$ cat src/rtl/core_fpu_ctrl.sv
// Sequencer between the execute stage and the four AXI-Stream FP units
// (ADDSUB, MUL, DIV, COMP): issues operands/opcode, waits for the unit's
// result and returns a 32-bit writeback value with a DONE or ERR pulse.
module core_fpu_ctrl #(
  parameter int unsigned TIMEOUT = 1024
) (
  input  logic         CLK,
  input  logic         RST_N,
  input  logic         START,
  input  logic [2:0]   OP_SEL,
  input  logic [31:0]  SRC_A,
  input  logic [31:0]  SRC_B,
  output logic         STALL,
  output logic         DONE,
  output logic         ERR,
  output logic [31:0]  RESULT,
  output logic [31:0]  A_TDATA,
  output logic [31:0]  B_TDATA,
  output logic [7:0]   OP_TDATA,
  output logic [3:0]   A_TVALID,
  input  logic [3:0]   A_TREADY,
  output logic [3:0]   B_TVALID,
  input  logic [3:0]   B_TREADY,
  output logic [1:0]   OP_TVALID,
  input  logic [1:0]   OP_TREADY,
  input  logic [127:0] R_TDATA,
  input  logic [3:0]   R_TVALID,
  output logic [3:0]   R_TREADY
);

  typedef enum logic [1:0] {S_IDLE, S_ISSUE, S_WAIT} state_t;
  typedef enum logic [1:0] {U_ADDSUB, U_MUL, U_DIV, U_COMP} unit_t;

  localparam logic [15:0] TO_LIM = 16'(TIMEOUT);

  state_t      state, state_n;
  unit_t       unit, unit_n, dec_unit;
  logic        a_vld, a_vld_n, b_vld, b_vld_n, op_vld, op_vld_n;
  logic        r_rdy, r_rdy_n;
  logic        stall, stall_n, done, done_n, err, err_n;
  logic [31:0] result, result_n, a_data, a_data_n, b_data, b_data_n;
  logic [7:0]  op_code, op_code_n, dec_op;
  logic [15:0] cnt, cnt_n, cnt_inc;
  logic        timeout_hit;

  logic [1:0]  sel;
  logic [3:0]  sel_1h;
  logic        a_rdy_sel, b_rdy_sel, op_rdy_sel, r_hit;
  logic [31:0] r_slice;

  assign sel         = unit;
  assign sel_1h      = 4'b0001 << sel;
  assign a_rdy_sel   = A_TREADY[sel];
  assign b_rdy_sel   = B_TREADY[sel];
  assign op_rdy_sel  = (unit == U_COMP) ? OP_TREADY[1] : OP_TREADY[0];
  assign r_hit       = r_rdy & R_TVALID[sel];
  assign r_slice     = R_TDATA[{sel, 5'd0} +: 32];
  assign cnt_inc     = cnt + 16'd1;
  assign timeout_hit = (cnt_inc == TO_LIM);

  // Decode OP_SEL into target unit and the opcode byte driven on OP_TDATA.
  always_comb begin
    dec_unit = U_ADDSUB;
    dec_op   = 8'h00;
    case (OP_SEL)
      3'd1: dec_op = 8'h01;
      3'd2: dec_unit = U_MUL;
      3'd3: dec_unit = U_DIV;
      3'd4: begin dec_unit = U_COMP; dec_op = 8'h14; end
      3'd5: begin dec_unit = U_COMP; dec_op = 8'h0C; end
      3'd6: begin dec_unit = U_COMP; dec_op = 8'h1C; end
      default: ;
    endcase
  end

  // Next-state logic: issue, per-channel handshake tracking, result capture, timeout.
  always_comb begin
    state_n   = state;
    unit_n    = unit;
    a_vld_n   = a_vld;
    b_vld_n   = b_vld;
    op_vld_n  = op_vld;
    r_rdy_n   = r_rdy;
    stall_n   = stall;
    done_n    = 1'b0;
    err_n     = 1'b0;
    result_n  = result;
    a_data_n  = a_data;
    b_data_n  = b_data;
    op_code_n = op_code;
    cnt_n     = cnt;
    case (state)
      S_IDLE: begin
        if (START) begin
          if (OP_SEL == 3'd7) begin
            err_n = 1'b1;
          end else begin
            unit_n    = dec_unit;
            a_data_n  = SRC_A;
            b_data_n  = SRC_B;
            op_code_n = dec_op;
            a_vld_n   = 1'b1;
            b_vld_n   = 1'b1;
            op_vld_n  = (dec_unit == U_ADDSUB) || (dec_unit == U_COMP);
            stall_n   = 1'b1;
            cnt_n     = 16'd1;
            state_n   = S_ISSUE;
          end
        end
      end
      S_ISSUE: begin
        a_vld_n  = a_vld & ~a_rdy_sel;
        b_vld_n  = b_vld & ~b_rdy_sel;
        op_vld_n = op_vld & ~op_rdy_sel;
        cnt_n    = cnt_inc;
        if (timeout_hit) begin
          a_vld_n  = 1'b0;
          b_vld_n  = 1'b0;
          op_vld_n = 1'b0;
          r_rdy_n  = 1'b0;
          err_n    = 1'b1;
          stall_n  = 1'b0;
          state_n  = S_IDLE;
        end else if (!a_vld_n && !b_vld_n && !op_vld_n) begin
          r_rdy_n = 1'b1;
          state_n = S_WAIT;
        end
      end
      S_WAIT: begin
        // A result arriving on the same cycle as the timeout still wins.
        if (r_hit) begin
          result_n = (unit == U_COMP) ? {31'b0, r_slice[0]} : r_slice;
          done_n   = 1'b1;
          stall_n  = 1'b0;
          r_rdy_n  = 1'b0;
          state_n  = S_IDLE;
        end else if (timeout_hit) begin
          r_rdy_n = 1'b0;
          err_n   = 1'b1;
          stall_n = 1'b0;
          state_n = S_IDLE;
        end else begin
          cnt_n = cnt_inc;
        end
      end
      default: state_n = S_IDLE;
    endcase
  end

  // State and datapath registers.
  always_ff @(posedge CLK or negedge RST_N) begin
    if (!RST_N) begin
      state   <= S_IDLE;
      unit    <= U_ADDSUB;
      a_vld   <= 1'b0;
      b_vld   <= 1'b0;
      op_vld  <= 1'b0;
      r_rdy   <= 1'b0;
      stall   <= 1'b0;
      done    <= 1'b0;
      err     <= 1'b0;
      result  <= '0;
      a_data  <= '0;
      b_data  <= '0;
      op_code <= '0;
      cnt     <= '0;
    end else begin
      state   <= state_n;
      unit    <= unit_n;
      a_vld   <= a_vld_n;
      b_vld   <= b_vld_n;
      op_vld  <= op_vld_n;
      r_rdy   <= r_rdy_n;
      stall   <= stall_n;
      done    <= done_n;
      err     <= err_n;
      result  <= result_n;
      a_data  <= a_data_n;
      b_data  <= b_data_n;
      op_code <= op_code_n;
      cnt     <= cnt_n;
    end
  end

  assign A_TVALID  = a_vld ? sel_1h : '0;
  assign B_TVALID  = b_vld ? sel_1h : '0;
  assign R_TREADY  = r_rdy ? sel_1h : '0;
  assign OP_TVALID = !op_vld ? 2'b00 : (unit == U_COMP) ? 2'b10 : 2'b01;
  assign STALL     = stall;
  assign DONE      = done;
  assign ERR       = err;
  assign RESULT    = result;
  assign A_TDATA   = a_data;
  assign B_TDATA   = b_data;
  assign OP_TDATA  = op_code;

endmodule
$ cat config.mk
export PLATFORM = sky130hd
export DESIGN_NAME = core_fpu_ctrl
export DESIGN_NICKNAME = d
export VERILOG_FILES = /design/src/rtl/core_fpu_ctrl.sv
export SDC_FILE = /design/constraint.sdc
export NUM_CORES = 1
export LEC_CHECK = 0
export CORE_AREA = 2 2 136 138
export CTS_BUF_LIST = sky130_fd_sc_hd__clkbuf_2 sky130_fd_sc_hd__clkbuf_4 sky130_fd_sc_hd__clkbuf_8
export DETAILED_ROUTE_END_ITERATION = 8
export DIE_AREA = 0 0 138 140
export PLACE_DENSITY_LB_ADDON = 0.2
export SYNTH_ARGS = -nofsm -noshare
export SYNTH_HDL_FRONTEND = slang
export SYNTH_SLANG_ARGS = --single-unit
$ cat constraint.sdc
create_clock -name CLK -period 2.2 [get_ports CLK]
set_clock_uncertainty 0.05 [all_clocks]
set_input_delay 0.22 -clock CLK [delete_from_list [all_inputs] [get_ports CLK]]
set_output_delay 0.22 -clock CLK [all_outputs]
set_load 0.02 [all_outputs]
==> summary.txt <==
result of the run: finished with violations
violations in the final reports: negative setup slack
RSZ-0062 raised after global routing: yes
area delta synth->final: 66.6%
Num CTS Buffers: 17
buffers from clock root to sink, at most: 2
Sink Count: 127
maximum fanout along the worst path: 8
Core Region: 17800 um^2
total setup violations reported at the end of the flow: 16
final net count: 1318
residual DRC count: 0
switching power: 5640 uW
global-route usage over all layers: 22.1%
post-route setup slack: -99.2 ps
Clock power frac: 15.6%
cell breakdown of the critical path: mux4_2 -> nand3_4 -> inv_2 -> or3_4 -> buf_8 -> or4b_1 -> nand3_1
top_reg_cell synth: sky130_fd_sc_hd__dfrtp_1
dpl hpwl: 16200 um
cells after synthesis: 754
sequential area share after synthesis: 48.8%
final RePlAce weighted congestion: 0.848
Post-DRT Antenna Nets: 0
WHS: 235 ps
total number of H-tree levels: 4
synthesis warning total: 0
first-pass GRT wire length: 33900 um
worst endpoint required time: 2530 ps
number of vias after detailed routing: 6498
count of final max-slew check failures: 0
filler cell count in the final layout: 1569
Gate power share: 56.7%
worst setup slack before clock tree synthesis: -371 ps
count of boundary I/O pins: 333
ratio of total power to cell area: 1260 nW/um^2
dominant delay contributor by cell family on the critical path: simple AND/OR/NAND/NOR gates
Register-to-Register Setup Slack: -100 ps
worst setup path class: reg2reg
Highest Clock Rate: 435 MHz
count of final hold-check violations: 0
mapped cell area: 6510 um^2
number of violations reported at the end of detailed-routing iteration 0: 297
top cells by area in the synthesized netlist: sky130_fd_sc_hd__dfrtp_1, sky130_fd_sc_hd__nand2_1, sky130_fd_sc_hd__mux2i_1
worst hold path class: in2async
Die Area: 19300 um^2
Power, Total: 13700 uW
Internal Pwr Total: 8050 uW
worst rel slew slack: 53.5%
antenna diode count: 0
arrival time at the worst endpoint: 2630 ps
Avg Inst Size Synth: 8.63 um^2
final period utilization: 105%
routed wire length per instance: 16.1 um
first-pass iteration count of the detailed router: 5
crit path buf inv count: 2
cell chosen for the clock root: sky130_fd_sc_hd__clkbuf_8
reported max-cap violation count: 0
TritonCTS clock tree: built
fraction of final layout cells with drive strength greater than 1: 14.9%
flip-flop and latch count after synthesis: 127
Initial Util: 36.6%
portion of synthesized cell area occupied by the leading cell type: 48.8%
cell leakage power: 0.00515 uW
antenna violations before repair: 0
clock-pin slew on the worst setup and hold paths: 70 ps
worst-path cell with the longest stage delay: sky130_fd_sc_hd__mux4_2
transition time at the pin with the least slew margin: 698 ps
sequential cell area: 3180 um^2
startpoint types: flop
die width: 138 um
number of global-route vias before repair: 6502
maximum number of pins on one net before global-route repair: 65
height of the chip: 140 um
Distinct cells, synth: 63
post-layout minimum cycle time: 2300 ps
Switching Share: 41.2%
number of input and output port buffers inserted: 297
Final Routed Wirelength: 21600 um
site row count: 49
EDFF count, synth: 0
async set-or-reset flop fraction in the synthesized netlist: 100%
dominant cell type by area after synthesis: sky130_fd_sc_hd__dfrtp_1
via-per-instance ratio: 4.85
element type at the critical path end: flop
Inst Count DP: 1299
total congestion overflow: 0
area occupied by multi-input gates: 3220 um^2
delay of the slowest critical-path stage: 580 ps
Worst IR Drop VDD: 662 uV
clock insertion delay at the later pin of the skew report: 450 ps
portion of total power attributed to sequential cells: 27.7%
non-filler cells, final: 1340
-- cell families (layout without fill, tap and decap cells) --
logic type,count (synthesis),in the layout,share of synthesized area (%)
other cells,1,4,0.0576
flops,127,127,48.8
xor+xnor,1,1,0.135
fa+ha+maj,6,6,1.15
simple gates,387,387,26.2
compound gates,128,128,12.4
buf+inv,66,420,4.58
mux,38,38,6.63
-- synthesized netlist by cell type, drive strengths merged, types with 3 or more instances --
| cell type | n |
|---|---|
| a211o | 3 |
| a21boi | 4 |
| a21o | 3 |
| a21oi | 41 |
| a22o | 3 |
| a31oi | 4 |
| and2 | 14 |
| and3 | 10 |
| buf | 24 |
| clkbuf | 35 |
| dfrtp | 127 |
| ha | 6 |
| inv | 7 |
| mux2i | 33 |
| mux4 | 4 |
| nand2 | 253 |
| nand3 | 28 |
| nand4 | 7 |
| nand4b | 3 |
| nor2 | 42 |
| nor2b | 7 |
| nor3 | 4 |
| nor4 | 4 |
| o21a | 3 |
| o21ai | 40 |
| o31ai | 4 |
| or3 | 3 |
| or4b | 4 |
-- timing repair --
| item | in CTS | in global routing |
|---|---|---|
| endpoints found under the hold margin | 45 | 0 |
| setup endpoints to repair | 32 | 30 |
| cloned | 1 | 1 |
| hold buffers | 1 | 0 |
| gates resized for setup | 35 | 32 |
| pin swaps | 9 | 8 |
| setup buffers | 4 | 4 |
-- state kept, by name, summed over array words and instances (netlist names), 2 cells and up --
signal,cells
A_TDATA,32
B_TDATA,32
RESULT,32
cnt,16
OP_TDATA,4
sel,2
state,2
-- through the flow --
stage / utilization [%] / instance area, um^2 / setup TNS [ps]
after CTS: 60.1 / 10700 / -1210
after global routing: 61.0 / 10800 / -2680
after detailed placement: 57.2 / 10200 / -4560
final: 61.0 / 10800 / -704
after global placement: 57.2 / 10200 / -3800
after floorplan: - / 6550 / -57.5
-- power by group through the flow --
stage | logic [uW] | registers [uW] | clock network (uW)
finish | 7760 | 3790 | 2140
floorplan | 3000 | 4740 | 0
CTS | 7590 | 3790 | 2190
detailed placement | 7520 | 3810 | 0
global route | 8340 | 3910 | 2290
global placement | 7460 | 3780 | 0
-- layout by cell type (no fill, tap or decap), types with 7 or more instances in the layout --
cell type	count
sky130_fd_sc_hd__clkbuf_8	20
sky130_fd_sc_hd__o21ai_0	38
sky130_fd_sc_hd__dlygate4sd2_1	7
sky130_fd_sc_hd__buf_4	73
sky130_fd_sc_hd__nand3_1	27
sky130_fd_sc_hd__and3_1	9
sky130_fd_sc_hd__dfrtp_1	124
sky130_fd_sc_hd__nor2_1	41
sky130_fd_sc_hd__and2_1	13
sky130_fd_sc_hd__mux2i_1	32
sky130_fd_sc_hd__nand2_1	251
sky130_fd_sc_hd__clkdlybuf4s50_1	282
sky130_fd_sc_hd__a21oi_1	41
-- cell type report --
class | count | area share, %
Timing Repair Buffer | 383 | 34.3
Multi-Input combinational cell | 564 | 29.7
Sequential cell | 127 | 29.3
Tap cell | 229 | 2.64
Clock buffer | 21 | 2.61
Clock inverter | 9 | 1.23
Inverter | 7 | 0.242
-- path summary, 6_finish.rpt --
check / startpoint / depth (start not counted) / endpoint
min in group CLK: SRC_A[3] / 3 / A_TDATA[3]$_DFFE_PN0P_
max reg2reg: sel[0]$_DFFE_PN0P_ / 7 / cnt[6]$_DFFE_PN0P_
min reg2reg: B_TDATA[12]$_DFFE_PN0P_ / 2 / B_TDATA[12]$_DFFE_PN0P_
min: RST_N / 2 / DONE$_DFF_PN0_
max in group asynchronous: RST_N / 3 / cnt[0]$_DFFE_PN0P_
max: sel[0]$_DFFE_PN0P_ / 7 / cnt[6]$_DFFE_PN0P_
-- layer usage --
metal	vias up	share of wire [%]	GRT usage, %
li1	3235	-	-
met1	3024	40	25.5
met2	210	52	39.3
met3	29	5.9	6.67
met4	0	1.9	7.20
met5	-	0	0
No activity file was read; power rests on OpenSTA's default activity.
